$ cat src/rtl/led_breathe_pwm.sv
// rtl/led_breathe_pwm.sv - breathing LED: duty ramps 0->max->0 on 1 ms ticks, with holds at both ends
module led_breathe_pwm #(
  parameter int PWM_BITS = 8,
  parameter int STEP_MS  = 4,
  parameter int HOLD_MS  = 200
) (
  input  logic                iCLK,
  input  logic                iRST_N,
  input  logic                iTICK_1MS,
  input  logic                iEN,
  output logic                oLED,
  output logic [PWM_BITS-1:0] oDUTY,
  output logic [2:0]          oSTATE,
  output logic                oCYCLE
);

  typedef enum logic [2:0] {
    IDLE    = 3'd0,
    UP      = 3'd1,
    HOLD_HI = 3'd2,
    DOWN    = 3'd3,
    HOLD_LO = 3'd4
  } breathState;

  localparam int MS_MAX = (HOLD_MS > STEP_MS) ? HOLD_MS : STEP_MS;
  localparam int MS_W   = (MS_MAX > 1) ? $clog2(MS_MAX) : 1;

  localparam logic [PWM_BITS-1:0] DUTY_MAX  = '1;
  localparam logic [MS_W-1:0]     STEP_LAST = MS_W'(STEP_MS - 1);
  localparam logic [MS_W-1:0]     HOLD_LAST = MS_W'(HOLD_MS - 1);

  breathState          state, stateNext;
  logic [PWM_BITS-1:0] dutyNext;
  logic [MS_W-1:0]     msCnt, msCntNext;
  logic                cycleNext;
  logic                tickQ;
  logic                tick;
  logic [PWM_BITS-1:0] pwmCnt;
  logic [PWM_BITS-1:0] dutyActive;

  assign tick   = iTICK_1MS & ~tickQ;
  assign oSTATE = state;

  always_ff @(posedge iCLK or negedge iRST_N) begin
    if (!iRST_N) begin
      state  <= IDLE;
      oDUTY  <= '0;
      msCnt  <= '0;
      oCYCLE <= 1'b0;
    end else begin
      state  <= stateNext;
      oDUTY  <= dutyNext;
      msCnt  <= msCntNext;
      oCYCLE <= cycleNext;
    end
  end

  always_comb begin
    stateNext = state;
    dutyNext  = oDUTY;
    msCntNext = msCnt;
    cycleNext = 1'b0;
    if (!iEN) begin
      stateNext = IDLE;
      dutyNext  = '0;
      msCntNext = '0;
    end else begin
      case (state)
        IDLE: begin
          // The tick seen while leaving IDLE is deliberately dropped.
          stateNext = UP;
          dutyNext  = '0;
          msCntNext = '0;
        end
        UP: begin
          if (tick) begin
            if (msCnt == STEP_LAST) begin
              msCntNext = '0;
              if (oDUTY != DUTY_MAX) dutyNext = oDUTY + PWM_BITS'(1);
              if (dutyNext == DUTY_MAX) stateNext = HOLD_HI;
            end else begin
              msCntNext = msCnt + MS_W'(1);
            end
          end
        end
        HOLD_HI: begin
          if (tick) begin
            if (msCnt == HOLD_LAST) begin
              stateNext = DOWN;
              msCntNext = '0;
            end else begin
              msCntNext = msCnt + MS_W'(1);
            end
          end
        end
        DOWN: begin
          if (tick) begin
            if (msCnt == STEP_LAST) begin
              msCntNext = '0;
              if (oDUTY != '0) dutyNext = oDUTY - PWM_BITS'(1);
              if (dutyNext == '0) stateNext = HOLD_LO;
            end else begin
              msCntNext = msCnt + MS_W'(1);
            end
          end
        end
        HOLD_LO: begin
          if (tick) begin
            if (msCnt == HOLD_LAST) begin
              stateNext = UP;
              msCntNext = '0;
              cycleNext = 1'b1;
            end else begin
              msCntNext = msCnt + MS_W'(1);
            end
          end
        end
        default: begin
          stateNext = IDLE;
          dutyNext  = '0;
          msCntNext = '0;
        end
      endcase
    end
  end

  // Duty is sampled only at the period boundary so a PWM period never glitches.
  always_ff @(posedge iCLK or negedge iRST_N) begin
    if (!iRST_N) begin
      tickQ      <= 1'b0;
      pwmCnt     <= '0;
      dutyActive <= '0;
      oLED       <= 1'b0;
    end else begin
      tickQ  <= iTICK_1MS;
      pwmCnt <= pwmCnt + PWM_BITS'(1);
      if (!iEN) begin
        dutyActive <= '0;
        oLED       <= 1'b0;
      end else begin
        if (pwmCnt == DUTY_MAX) dutyActive <= oDUTY;
        oLED <= (state != IDLE) && (pwmCnt < dutyActive);
      end
    end
  end

endmodule

$ cat config.mk
export PLATFORM = sky130hd
export DESIGN_NAME = led_breathe_pwm
export DESIGN_NICKNAME = d
export VERILOG_FILES = /design/src/rtl/led_breathe_pwm.sv
export SDC_FILE = /design/constraint.sdc
export NUM_CORES = 1
export LEC_CHECK = 0
export BUFFER_PORTS_ARGS = -buffer_cell sky130_fd_sc_hd__buf_4
export CAP_MARGIN = 10
export CORE_ASPECT_RATIO = 0.9
export CORE_UTILIZATION = 50
export CTS_CLUSTER_DIAMETER = 60
export DETAILED_ROUTE_END_ITERATION = 7
export PLACE_DENSITY = 0.71
export SYNTH_ARGS = -nofsm -noshare
export SYNTH_HDL_FRONTEND = slang
export SYNTH_SLANG_ARGS = --single-unit
$ cat constraint.sdc
create_clock -name iCLK -period 3.1 [get_ports iCLK]
set_input_delay 0.31 -clock iCLK [delete_from_list [all_inputs] [get_ports iCLK]]
set_output_delay 0.31 -clock iCLK [all_outputs]
set_load 0.02 [all_outputs]
## After elaboration in Yosys (flattened, before gate mapping)

Cells that the tools add are included.

| storage, ports and cells | value |
|---|---|
| bits in writable memories | 0 |
| bits in read-only memories | 0 |
| logic and storage cells | 89 |
| output and inout port bits | 13 |
| memories kept | 0 |
| latch bits | 0 |
| register bits | 38 |
| input bits | 4 |

| cells by class | value |
|---|---|
| magnitude comparators | 1 |
| reductions and logical operators | 10 |
| shift operators | 0 |
| multiply operators | 0 |
| mux-type cells | 41 |
| bitwise gates (word level) | 2 |
| eq/ne operators | 23 |
| $add $sub $neg | 4 |
| div/mod/pow operators | 0 |

Operators by type and width:

| operator | count |
|---|---|
| $mux 8 | 22 |
| $mux 3 | 11 |
| $ne 3x3->1 const B | 10 |
| $add 8x1->8 const B | 3 |
| $eq 8x8->1 const B | 3 |
| $pmux 8 s3 | 1 |
| $pmux 8 s2 | 1 |
| $pmux 3 s5 | 1 |
| $reduce_and 10->1 | 1 |
| $eq 8x2->1 const B | 1 |
| $logic_not 8->1 | 1 |
| $lt 8x8->1 | 1 |
| $ne 8x8->1 const B | 1 |
| $reduce_bool 8->1 | 1 |
| $sub 8x1->8 const B | 1 |
| $eq 3x2->1 const B | 2 |
| $ne 3x2->1 const B | 2 |
| $mux 1 | 5 |
| $reduce_and 5->1 | 1 |
| $reduce_or 2->1 | 2 |
| $eq 3x1->1 const B | 1 |
| $eq 3x3->1 const B | 1 |
| $logic_not 3->1 | 1 |
| $reduce_bool 3->1 | 1 |
| 6 further kinds | 6 |

## Longest topological paths before layout

| depth | value |
|---|---|
| depth in word-level cells | 12 |
| mapped depth | 9 |
| gate-level depth less buffers | 8 |

## Worst setup path before layout

Ideal clock, no wire load.

| timing | value |
|---|---|
| kind | register to register |
| start point | reg oDUTY[1] |
| end point | reg state[2] (netlist: oSTATE[2]) |
| setup time | 125 ps |
| setup slack | 630 ps |
| cell stages (with the launch flop) | 9 |
| data arrival time | 2,345 ps |
| data required time | 2,975 ps |
| period minus slack after synthesis | 2,470 ps |
| path buffers | 1 |
| cells stage by stage | dfrtp_1 clkbuf_1 inv_1 ha_1 or3b_4 or4b_4 nand3_2 o211ai_4 mux2_4 |

| between the ends | value |
|---|---|
| cells in the longest elaborated chain, start to end | 9 |
| elaborated cells on any way between the ends | 19 |
| classes of those cells | 2 x add/sub; 4 x eq/ne; 10 x mux; 3 x reduce/logical |

Ends and longest elaborated chain:

| item | line | RTL |
|---|---|---|
| start, declared | 12 | `output logic [PWM_BITS-1:0] oDUTY,` |
| start signal, assigned | 52 | `oDUTY <= dutyNext;` |
| $add 8x1->8, or another cell as far along | 79 | `if (oDUTY != DUTY_MAX) dutyNext = oDUTY + PWM_BITS'(1);` |
| $mux 8, on equally long branches | 79, 100 |  |
| $mux 8, on equally long branches | 77, 98 |  |
| $mux 8, on equally long branches | 76, 97 |  |
| $mux 8 | 68 | `case (state)` |
| $mux 8 | 63 | `if (!iEN) begin` |
| $eq 8x8->1 or $logic_not 8->1 (tied branches) | 80, 101 |  |
| $ne 3x3->1 (no line) | - |  |
| $reduce_and 10->1 (no line) * | - |  |
| end signal, assigned | 51 | `state <= stateNext;` |
| end, declared | 32 | `breathState state, stateNext;` |

Mark *: on every way between the ends. The rest lies on a longest branch, timed or not. The select of a mux whose other input is x is not followed.
A chain may end at the register's enable or synchronous reset.

## Worst setup path in the final report

| timing | value |
|---|---|
| start point | reg oDUTY[0] |
| end point | reg state[2] (netlist: oSTATE[2]) |

The elaborated chain is that of the path after synthesis.

==> flow_summary.json <==
{
  "drv_cap": 0,
  "worst_slack_ps": 574,
  "fmax_mhz": 396,
  "hpwl_um": 4010,
  "synth_top_family_by_area": "simple AND/OR/NAND/NOR gates",
  "cp_slowest_stage_delay_ps": 590,
  "cts_tree": "done",
  "cpMaxStageDelayCell": "dfrtp_1",
  "via_count": 2183,
  "netlist.top_cell.by_area": "dfrtp_1",
  "clkTransAtPathRegs_ps": 80,
  "p_seq_share_pct": 36.4,
  "ctsRootBufferMaster": "clkbuf_8",
  "row_count": 24,
  "power.density_mw_per_mm2": 547,
  "initial_utilization_pct": 52.8,
  "min_path_type": "primary input to flop",
  "cp.arrival_ps": 2710,
  "fp.coreArea_mm2": 0.00492,
  "muxShareOfSynthArea_pct": 4.43,
  "worst_setup_path_end_kind": "flop",
  "drtAntennaViolNets": 0,
  "syn_to_final_growth_pct": 11.6,
  "portBuffers": 16,
  "wire_per_inst_um": 15.3,
  "slew_violations": 0,
  "synth_common_cells": "dfrtp_1 (38), nor2_1 (22), nand2_1 (21)",
  "p_int_w": 0.00103,
  "postCtsSetupRepairBufs": 0,
  "ys_ff_latch": 38,
  "netlist_top_cells_area": "dfrtp_1 (37%), ha_1 (5.8%), mux2i_1 (3.9%), nor2_1 (3.2%), nand2_1 (3.0%)",
  "fp.dieH_um": 70.4,
  "holdBufCountCts": 1,
  "ys_types": 56,
  "vdd_ir_drop_max_uv": 341,
  "detail_route.iter0.violations": 132,
  "fin_nets": 320,
  "synthAdderAreaFrac_pct": 5.78,
  "cts-resized-gates": 0,
  "diodes": 0,
  "synth-compound-area-share_pct": 17.0,
  "finalSetupViolCount": 0,
  "syn_nets": 310,
  "yosysWarnings": 0,
  "cp_cell_sequence": "inv_1 -> ha_1 -> nor4bb_1 -> a31oi_1 -> o221ai_1 -> o211ai_4 -> mux2_4",
  "synthCells": 294,
  "htree_levels": 2,
  "rsz0062_at_grt": "false",
  "synthSimpleGateAreaFrac_pct": 26.7,
  "hold_violations": 0,
  "ys_seq_area_share_pct": 36.6,
  "synth.most_common_cell": "dfrtp_1",
  "drc_errors": 0,
  "cts_made_buffers": 5,
  "cts_max_path_buffers": 2,
  "path_class": "flop to flop",
  "numClockSinks": 38,
  "netlist_area_mm2": 0.00260,
  "drt-total-wl_um": 5650,
  "layout-drive-gt1-share_pct": 11.5,
  "status": "finished, final reports clean",
  "avgSynthCellArea_um2": 8.84,
  "synth_edf_count": 0,
  "power_leakage_nw": 1.22,
  "dp_slack_ps": 617,
  "die_w_um": 78.0,
  "die_area_mm2": 0.00549,
  "switching_share_pct": 35.0,
  "cp-start-kind": "flop",
  "grt_max_degree": 39,
  "overflow": 0,
  "fin_skew_ps": 3.32,
  "grt.total_usage_pct": 22.3,
  "async_flop_share_pct": 100,
  "synth_xor_xnor_area_share_pct": 4.72,
  "grt_pass1_wl_um": 9600,
  "antenna_found_initial": 0,
  "gp_congestion": 0.928,
  "comb_power_share_pct": 31.3,
  "grt_pass1_vias": 2006,
  "clock_power_share_pct": 32.3,
  "worstMarginPinSlew_ps": 909,
  "relSlewSlack_pct": 39.4,
  "viasPerCell": 5.90,
  "switching_power_w": 0.000554,
  "synth_ff_type": "dfrtp_1",
  "io_pins": 17,
  "post-route-period-util_pct": 81.5,
  "firstDrtPassIters": 4,
  "required_ps": 3290,
  "tns_ps": 0,
  "synth_top_area_share_pct": 36.6,
  "period_minus_slack_ps": 2530,
  "path_max_fanout": 13,
  "clk_latency_ps": 300
}
-- layout make-up --
type / instances / area (um2)
Inverter: 16 / 60.1
Sequential cell: 38 / 951
Fill cell: 448 / 2030
Timing Repair Buffer: 19 / 145
Tap cell: 65 / 81.3
Multi-Input combinational cell: 224 / 1520
Clock buffer: 5 / 68.8
Clock inverter: 3 / 68.8
-- flip-flops by register name, summed over array words and instances, names as in the netlist --
signal      cells
dutyActive      8
msCnt           8
oCYCLE          1
oDUTY           8
oLED            1
oSTATE          3
pwmCnt          8
tickQ           1
-- per-layer routing --
| layer | GRT usage (%) | vias to the layer above | wire length [um] |
|---|---|---|---|
| met1 | 31.8 | 1036 | 2710 |
| met2 | 34.3 | 62 | 2560 |
| met4 | 6.79 | 0 | 34 |
| met5 | 0 | - | 0 |
| li1 | - | 1081 | - |
| met3 | 4.05 | 4 | 347 |
-- power by group through the flow --
stage	clock network (W)	registers, W	logic [W]
finish	0.000512	0.000578	0.000496
global route	0.000542	0.000586	0.000545
CTS	0.000524	0.000577	0.000491
detailed placement	0	0.000586	0.000487
global placement	0	0.000581	0.000486
floorplan	0	0.000563	0.000388
-- final timing paths --
path	startpoint	to	slack [ps]	cells past startpoint
min reg2reg	pwmCnt[6]	pwmCnt[6]	500	1
max	oDUTY[0]	oSTATE[2]	570	7
max reg2reg	oDUTY[0]	oSTATE[2]	570	7
min	iTICK_1MS	tickQ	130	1
min in group asynchronous	iRST_N	pwmCnt[4]	520	2
max in group asynchronous	iRST_N	oSTATE[0]	2260	2
-- per-stage QoR --
step / hold slack (ps) / cell area [um2] / cells / utilization, % / total power (W)
final: 128 / 2900 / 370 / 58.9 / 0.00159
after global routing: 119 / 2900 / 370 / 58.9 / 0.00167
after CTS: 120 / 2900 / 370 / 58.9 / 0.00159
after detailed placement: 306 / 2750 / 361 / 55.9 / 0.00107
after global placement: 304 / 2750 / 361 / 55.9 / 0.00107
after floorplan: 14.4 / 2600 / 294 / - / 0.000951
-- layout by cell type (no fill, tap or decap), types with 3 or more instances in the layout --
cell type and count:
a211oi_1 4, a21oi_1 5, a22o_1 4, a31oi_1 5, and2_1 5, and3_1 6
and3b_1 3, buf_4 18, clkbuf_8 5, dfrtp_1 38, ha_1 12, inv_1 16
mux2i_1 10, nand2_1 21, nand2b_1 6, nand3_1 15, nand3b_1 3, nand4_1 8
nor2_1 22, nor2b_1 9, nor3_1 7, o211ai_1 3, o21ai_0 8, o21ai_1 13
o31ai_1 4, xnor2_1 5, xor2_1 9
-- logic make-up after synthesis --
kind of cell / count (synthesis)
buf+inv: 32
compound gates: 64
flops: 38
simple gates: 123
xor+xnor: 14
fa+ha+maj: 12
mux: 11
-- critical path: cells and delay by family (launching register included) --
family	cells	cell delay (ps)
and+or+nand+nor	1	410
buffers and inverters	1	150
AOI/OAI and AO/OA	3	610
adders and majority gates	1	360
muxes	1	310
DFF	1	590
Note: power is estimated with default switching activity, not from simulation.
